$ cat src/rtl/pager_pkg.sv
// result_pager shared constants: page encodings, flag layout, indicator codes.
package pager_pkg;

    typedef logic [1:0] page_t;

    localparam page_t PAGE_C = 2'd0;
    localparam page_t PAGE_A = 2'd1;
    localparam page_t PAGE_B = 2'd2;
    localparam page_t PAGE_F = 2'd3;

    localparam int FLAG_W = 5;
    localparam int FLAG_Z = 4;
    localparam int FLAG_C = 3;
    localparam int FLAG_O = 2;
    localparam int FLAG_L = 1;
    localparam int FLAG_N = 0;

    localparam logic [3:0] ONEHOT_C = 4'b1000;
    localparam logic [3:0] ONEHOT_A = 4'b0100;
    localparam logic [3:0] ONEHOT_B = 4'b0010;
    localparam logic [3:0] ONEHOT_F = 4'b0001;

    function automatic logic [3:0] page_to_onehot(input page_t p);
        logic [3:0] oh;
        oh = ONEHOT_C;
        unique case (p)
            PAGE_C: oh = ONEHOT_C;
            PAGE_A: oh = ONEHOT_A;
            PAGE_B: oh = ONEHOT_B;
            PAGE_F: oh = ONEHOT_F;
        endcase
        return oh;
    endfunction

endpackage

$ cat src/rtl/result_pager_tc_counter.sv
// Terminal-count counter: counts 0..N-1 while enabled, pulses tc on N-1 and wraps.
module tc_counter #(
    parameter int N = 2,
    parameter int W = $clog2(N)
) (
    input  logic clk,
    input  logic reset,
    input  logic clear,
    input  logic en,
    output logic tc
);

    logic [W-1:0] count;

    assign tc = en && (count == W'(N - 1));

    always_ff @(posedge clk) begin
        if (reset || clear) begin
            count <= '0;
        end else if (en) begin
            count <= tc ? '0 : count + 1'b1;
        end
    end

endmodule

$ cat src/rtl/result_pager.sv
// Snapshot A/B/C/flags on snap and page them onto the 16-bit hex display.
// Optional auto-scroll is built when RESULT_PAGER_AUTO_SCROLL_EN is defined.
module result_pager
    import pager_pkg::*;
#(
    parameter int SCROLL_CYCLES = 100_000_000,
    parameter int FRESH_CYCLES  = 25_000_000
) (
    input  logic              CLOCK_50,
    input  logic              reset,
    input  logic              snap,
    input  logic              step,
    input  logic [15:0]       a_in,
    input  logic [15:0]       b_in,
    input  logic [15:0]       c_in,
    input  logic [FLAG_W-1:0] flags_in,
    output logic [15:0]       value,
    output logic [1:0]        page,
    output logic [3:0]        page_onehot,
    output logic              snap_valid,
    output logic              fresh
);

    localparam logic [0:0] ST_EMPTY = 1'b0;
    localparam logic [0:0] ST_SHOW  = 1'b1;

    logic [0:0]        state;
    logic [15:0]       a_q;
    logic [15:0]       b_q;
    logic [15:0]       c_q;
    logic [FLAG_W-1:0] f_q;
    page_t             page_q;
    logic              fresh_q;
    logic              fresh_tc;
    logic              scroll_tc;
    logic              show;
    logic              advance;

    assign show    = (state == ST_SHOW);
    // snap has priority: a coincident step or dwell expiry is dropped
    assign advance = show && !snap && (step || scroll_tc);

    tc_counter #(.N(FRESH_CYCLES)) u_fresh (
        .clk   (CLOCK_50),
        .reset (reset),
        .clear (snap),
        .en    (fresh_q),
        .tc    (fresh_tc)
    );

`ifdef RESULT_PAGER_AUTO_SCROLL_EN
    tc_counter #(.N(SCROLL_CYCLES)) u_scroll (
        .clk   (CLOCK_50),
        .reset (reset),
        .clear (snap || step),
        .en    (show),
        .tc    (scroll_tc)
    );
`else
    assign scroll_tc = 1'b0;
`endif

    always_ff @(posedge CLOCK_50) begin
        if (reset) begin
            state   <= ST_EMPTY;
            a_q     <= '0;
            b_q     <= '0;
            c_q     <= '0;
            f_q     <= '0;
            page_q  <= PAGE_C;
            fresh_q <= 1'b0;
        end else if (snap) begin
            state   <= ST_SHOW;
            a_q     <= a_in;
            b_q     <= b_in;
            c_q     <= c_in;
            f_q     <= flags_in;
            page_q  <= PAGE_C;
            fresh_q <= 1'b1;
        end else begin
            if (advance) begin
                page_q <= page_q + 2'd1;
            end
            if (fresh_tc) begin
                fresh_q <= 1'b0;
            end
        end
    end

    always_comb begin
        value = '0;
        if (show) begin
            unique case (page_q)
                PAGE_C: value = c_q;
                PAGE_A: value = a_q;
                PAGE_B: value = b_q;
                PAGE_F: value = {{(16 - FLAG_W){1'b0}}, f_q};
            endcase
        end
    end

    assign page        = page_q;
    assign page_onehot = page_to_onehot(page_q);
    assign snap_valid  = show;
    assign fresh       = fresh_q;

endmodule

$ cat config.mk
export PLATFORM = sky130hd
export DESIGN_NAME = result_pager
export DESIGN_NICKNAME = d
export VERILOG_FILES = /design/src/rtl/pager_pkg.sv /design/src/rtl/result_pager_tc_counter.sv /design/src/rtl/result_pager.sv
export SDC_FILE = /design/constraint.sdc
export NUM_CORES = 1
export LEC_CHECK = 0
export ABC_AREA = 1
export CAP_MARGIN = 20
export CELL_PAD_IN_SITES_DETAIL_PLACEMENT = 0
export CELL_PAD_IN_SITES_GLOBAL_PLACEMENT = 1
export CORE_ASPECT_RATIO = 1.5
export CORE_UTILIZATION = 45
export CTS_CLUSTER_SIZE = 12
export DETAILED_ROUTE_END_ITERATION = 8
export DONT_BUFFER_PORTS = 1
export HOLD_SLACK_MARGIN = 0.05
export PLACE_DENSITY_LB_ADDON = 0.1
export SETUP_SLACK_MARGIN = 0.5
export SLEW_MARGIN = 20
export SYNTH_ARGS = -nofsm -noshare
export SYNTH_HDL_FRONTEND = slang
export SYNTH_SLANG_ARGS = --single-unit
$ cat constraint.sdc
create_clock -name CLOCK_50 -period 2.5 [get_ports CLOCK_50]
set_clock_uncertainty 0.15 [all_clocks]
set_input_delay 0.5 -clock CLOCK_50 [delete_from_list [all_inputs] [get_ports CLOCK_50]]
set_output_delay 0.5 -clock CLOCK_50 [all_outputs]
set_load 0.01 [all_outputs]
Word-level counts from Yosys, hierarchy flattened:

Cells that the tools add are included.

* $add $sub $neg: 2
* multiply operators: 0
* divide/modulo/power cells: 0
* $lt $le $gt $ge: 0
* equal/unequal tests: 4
* shift operators: 0
* mux-type cells: 6
* bitwise operators: 0
* reductions and logical operators: 8

Operators by type and width (count)
* 16-bit one-hot mux with 4 select lines: 1
* 25-bit by 1-bit adder with 25-bit output (second input constant): 1
* 25-bit equality test (second input constant): 1
* 25-bit 2-to-1 mux: 1
* 16-bit 2-to-1 mux: 1
* 4-bit one-hot mux with 4 select lines: 1
* 2-bit equality test (second input constant): 2
* 1-bit logical AND: 3
* 2-bit by 1-bit adder with 2-bit output (second input constant): 1
* 2-bit by 1-bit equality test with 1-bit output (second input constant): 1
* 2-bit logical NOT: 1
* 1-bit 2-to-1 mux: 2
* 2-bit nonzero test: 1
* 2-bit OR reduction: 1
* 1-bit logical NOT: 1
* 1-bit logical OR: 1

* bits in registers: 82
* bits in latches: 0
* RAM bits: 0
* memory bits (read-only): 0
* output and inout port bits: 24
* word-level logic and storage cells: 28
* memories kept: 0

Longest topological paths before layout:

* depth after elaboration: 4
* depth in mapped cells: 9

By module:

A second synthesis with hierarchy kept.

* cells, all modules: 631
* area total of the unflattened synthesis: 4147.7 um^2

Modules (own cells, without submodules)
* result_pager: instances 1, cells an instance 375, area each 2543.7 um^2
* tc_counter: instances 1, cells an instance 256, area each 1604.0 um^2

Worst setup path before layout:

OpenSTA, ideal clock, no wires.

* path kind: flip-flop to output port
* start point: register page_q[0], in the netlist page[0]
* end point: output value[5]
* data arrival time: 1667 ps
* path slack: 183 ps
* cell stages (with the launch flop): 8
* buffers on the path: 2
* path through: dfxtp_1 inv_1 ha_1 clkbuf_1 inv_1 clkbuf_1 o21ai_0 a21oi_1

* cells in the longest elaborated chain, start to end: 3
* elaborated cells between the ends (all ways): 6

RTL lines
* from (decl): RTL line result_pager.sv:32 `page_t page_q;`
* from (signal assigned): RTL line result_pager.sv:82 `page_q <= page_q + 2'd1;`
* 2-bit equality test (tied with other cells): RTL line result_pager.sv:93 `unique case (page_q)`
* 16-bit one-hot mux with 4 select lines (*): RTL line result_pager.sv:93
* 16-bit 2-to-1 mux (*): RTL line result_pager.sv:92 `if (show) begin`
* to (decl): RTL line result_pager.sv:17 `output logic [15:0] value,`

Mark *: on every way between the ends. The rest lies on a longest branch, timed or not.

Worst setup path after layout:

* start point: register page_q[0], in the netlist page[0]
* end point: output value[14]

The elaborated chain is that of the path after synthesis.

==> results_dict.tcl <==
set metrics [dict create \
    grt_pass1_wl_um 16700 \
    peakVddDrop_uv 400 \
    startpoint_type "flip-flop" \
    finalPower_uw 3040 \
    dieArea_um2 9080 \
    r2r_slack_ns 0.74 \
    drt_iter0_drc 124 \
    area_growth_pct 16.2 \
    p_leak_uw 0.00170 \
    r2r_end "u_fresh.count[16]$_SDFFE_PP0P_" \
    syn-num-nets 619 \
    cts_buffers 9 \
    crit_cells 5 \
    hold_class "input pin to flip-flop" \
    syn_area_per_cell_um2 7.06 \
    finalMaxSlewViolations 0 \
    hold_viol 0 \
    crit_path_cell_trace "inv_6, ha_4, clkbuf_16, a21oi_1, a21oi_2" \
    synth_mux_area_frac 0 \
    dieHeight_um 116 \
    grt_setup_unrepaired "true" \
    nNetsFinal 616 \
    gr-total-overflow 0 \
    synth_top_family_by_area "simple AND/OR/NAND/NOR gates" \
    critPathSlowestCell "dfxtp_4" \
    grt_pass1_vias 3357 \
    endpoint "value[14]" \
    worst_pin_slew_ns 0.363 \
    io_buffers 0 \
    crit_buf_inv 2 \
    seq_area_um2 1650 \
    synthAdderAreaFrac 0.0256 \
    fp.dieW_um 78.1 \
    place_congestion 0.841 \
    tritoncts "yes" \
    r2r_cells 8 \
    startpoint "page[0]$_SDFFE_PP0P_" \
    clockBufferDepth 2 \
    yosysSeqAreaShare 0.420 \
    drc_errors 0 \
    period_share 0.881 \
    fin_crit_ns 2.20 \
    power_density_nw_per_um2 669 \
    grt_max_degree 58 \
    antenna_found_initial 0 \
    r2r-start "u_fresh.count[1]$_SDFFE_PP0P_" \
    fillers 858 \
    ios 81 \
    synth-simple-area-share 0.324 \
    cts.clk_slew.worst_paths_ns 0.06 \
    max_freq_ghz 0.454 \
    setup_violations 0 \
    multi_input_area_um2 2170 \
    dpl.cell_count 644 \
    end_kind "output pin" \
    vias 3588 \
    synth-compound-area-share 0.155 \
    relSlewSlack 0.757 \
    cp_top_family "flip-flops" \
    h-tree-depth 3 \
    crit_type "flip-flop to output pin" \
    netlist_area_um2 3910 \
    p_int_uw 2340 \
    diodes 0 \
    antenna_left 0 \
    initial_core_util 0.465 \
    cts-root-buf "clkbuf_16" \
    final_cells 663 \
    drt_first_pass_iters 4 \
    routedWlPerCell_um 16.1 \
    fin_setup_tns_ns 0 \
    synth_seq_cells 82 \
    cp_data_required_time_ns 1.85 \
    yosys_warnings 0 \
    max_stage_delay_ns 0.39 \
    drive_gt1_frac 0.165 \
    grt.total_usage 0.239 \
    p_sw_frac 0.231 \
    cts.sinks 82 \
    drt-total-wl_um 10700 \
    cp.arrival_ns 1.55 \
    clockPowerShare 0.464 \
    status "finished, final reports clean" \
    hold_depth 1 \
    postSynthCellCount 554 \
    hpwl_um 7380 \
    max-cap-violations 0 \
    combPwrFrac 0.072 \
    ys_types 31 \
    worst-path-max-fanout 8 \
    via_per_inst 5.41 \
    core_um2 8410 \
    switchingPower_uw 704 \
    yosys.area_share.xor_xnor 0.0202 \
    ctsHoldBuffers 0 \
    pwr-share-seq 0.464 \
    row_count 41 \
    clock_latency_ns 0.34 \
]
## cell families after synthesis
| family | count (synthesis) |
|---|---|
| AO/OA/AOI/OAI | 118 |
| XOR/XNOR | 9 |
| adder cells (fa/ha/maj) | 8 |
| buffers and inverters | 56 |
| flip-flops | 82 |
| AND/OR/NAND/NOR | 281 |
## worst min path at each step
stage	start	endpoint
after floorplan	u_fresh.count[23]$_SDFFE_PP0P_	u_fresh.count[23]$_SDFFE_PP0P_
after global placement	u_fresh.count[23]$_SDFFE_PP0P_	u_fresh.count[23]$_SDFFE_PP0P_
after detailed placement	c_q[10]$_SDFFE_PP0P_	c_q[10]$_SDFFE_PP0P_
after CTS	reset	fresh$_SDFFE_PP0P_
after global routing	reset	snap_valid$_SDFFE_PP0P_
final	reset	snap_valid$_SDFFE_PP0P_
## metrics by stage
| stage | setup slack, ns | hold slack (ns) | utilization | area, µm² |
|---|---|---|---|---|
| after floorplan | 0.514 | 0.302 | - | 3930 |
| after global placement | 0.468 | 0.317 | 0.479 | 4030 |
| after detailed placement | 0.395 | 0.328 | 0.479 | 4030 |
| after CTS | 0.295 | 0.0728 | 0.533 | 4480 |
| after global routing | 0.260 | 0.0759 | 0.540 | 4550 |
| final | 0.298 | 0.0787 | 0.540 | 4550 |
## flip-flops by register name (all words and copies together) (netlist names)
name           flops
page               2
c_q               16
f_q                5
u_fresh.count     25
snap_valid         1
fresh              1
a_q               16
b_q               16
## power by group through the flow
stage               Sequential (µW)  Clock, µW  Combinational (µW)
floorplan                      1420          0                 162
global placement               1440          0                 187
detailed placement             1440          0                 192
CTS                            1410       1430                 210
global route                   1420       1500                 243
finish                         1410       1410                 220
## cell usage after synthesis
library cell | n | area [µm²]
nor3_2 | 1 | 10.0
xnor2_1 | 2 | 17.5
o22ai_1 | 1 | 6.26
nor3_4 | 1 | 16.3
nor2_1 | 146 | 548
nand3b_1 | 3 | 22.5
nor2_2 | 19 | 119
a2111oi_0 | 1 | 8.76
xor2_1 | 7 | 61.3
nor3_1 | 1 | 5.00
nand2_2 | 6 | 37.5
clkbuf_1 | 23 | 86.3
buf_2 | 2 | 10.0
nand3_4 | 1 | 17.5
nand3_2 | 1 | 10.0
dfxtp_1 | 82 | 1640
a31oi_1 | 7 | 43.8
inv_2 | 4 | 15.0
o31ai_1 | 1 | 7.51
inv_1 | 26 | 97.6
nor2_4 | 2 | 22.5
ha_1 | 8 | 100
nand2_8 | 1 | 20.0
o21ai_0 | 72 | 360
nor3b_1 | 1 | 7.51
buf_4 | 1 | 7.51
nand3_1 | 20 | 100
a21oi_1 | 36 | 180
nor2_8 | 1 | 20.0
nand2_1 | 68 | 255
nand4_1 | 9 | 56.3
## area by class of cell
cell class                      count  area share
Tap cell                          107      0.0295
Timing Repair Buffer               12      0.0297
Multi-Input combinational cell    416       0.478
Sequential cell                    82       0.363
Clock inverter                      3     0.00963
Clock buffer                       13      0.0619
Inverter                           30      0.0281
## worst reg2reg max path, cell delays in order (launching register included)
cell and delay, ns:
dfxtp_1 0.37, ha_1 0.25, nand2_2 0.10, nor2_2 0.10, nand2_1 0.11, nor2_2 0.17
nand3_4 0.17, nand2_8 0.17, nor2_2 0.06
## cell usage in the layout, fill, tap and decap left out, types with 2 or more instances in the layout
master | Yosys | final
nand4_1 | 9 | 9
buf_4 | 1 | 7
nand3b_1 | 3 | 3
nand2_1 | 68 | 68
o21ai_0 | 72 | 70
nand3_1 | 20 | 20
nor2_4 | 2 | 2
xor2_1 | 7 | 7
xnor2_1 | 2 | 2
dfxtp_4 | 0 | 2
dfxtp_1 | 82 | 79
buf_6 | 0 | 2
inv_1 | 26 | 23
nor2_1 | 146 | 146
a31oi_2 | 0 | 4
inv_2 | 4 | 4
a21oi_1 | 36 | 20
nor2_2 | 19 | 19
ha_1 | 8 | 7
a21oi_2 | 0 | 15
clkbuf_16 | 0 | 11
clkbuf_8 | 0 | 2
o21ai_1 | 0 | 2
a31oi_1 | 7 | 2
nand2_2 | 6 | 6
## routing by layer
metal,wire length (µm),part of all wire,vias to the layer above,global-route usage
met5,0,0,-,0
met4,421,0.040,0,0.135
met3,464,0.044,29,0.0453
met2,5500,0.52,99,0.417
met1,4260,0.40,1658,0.273
li1,-,-,1802,-
## what timing repair did
item,in CTS,in global routing
cloned,0,1
pin swaps,1,2
setup endpoints to repair,16,16
hold endpoints to repair,0,0
resized for setup,32,8
buffers inserted,0,2
Power figures use the tool's default switching activity.
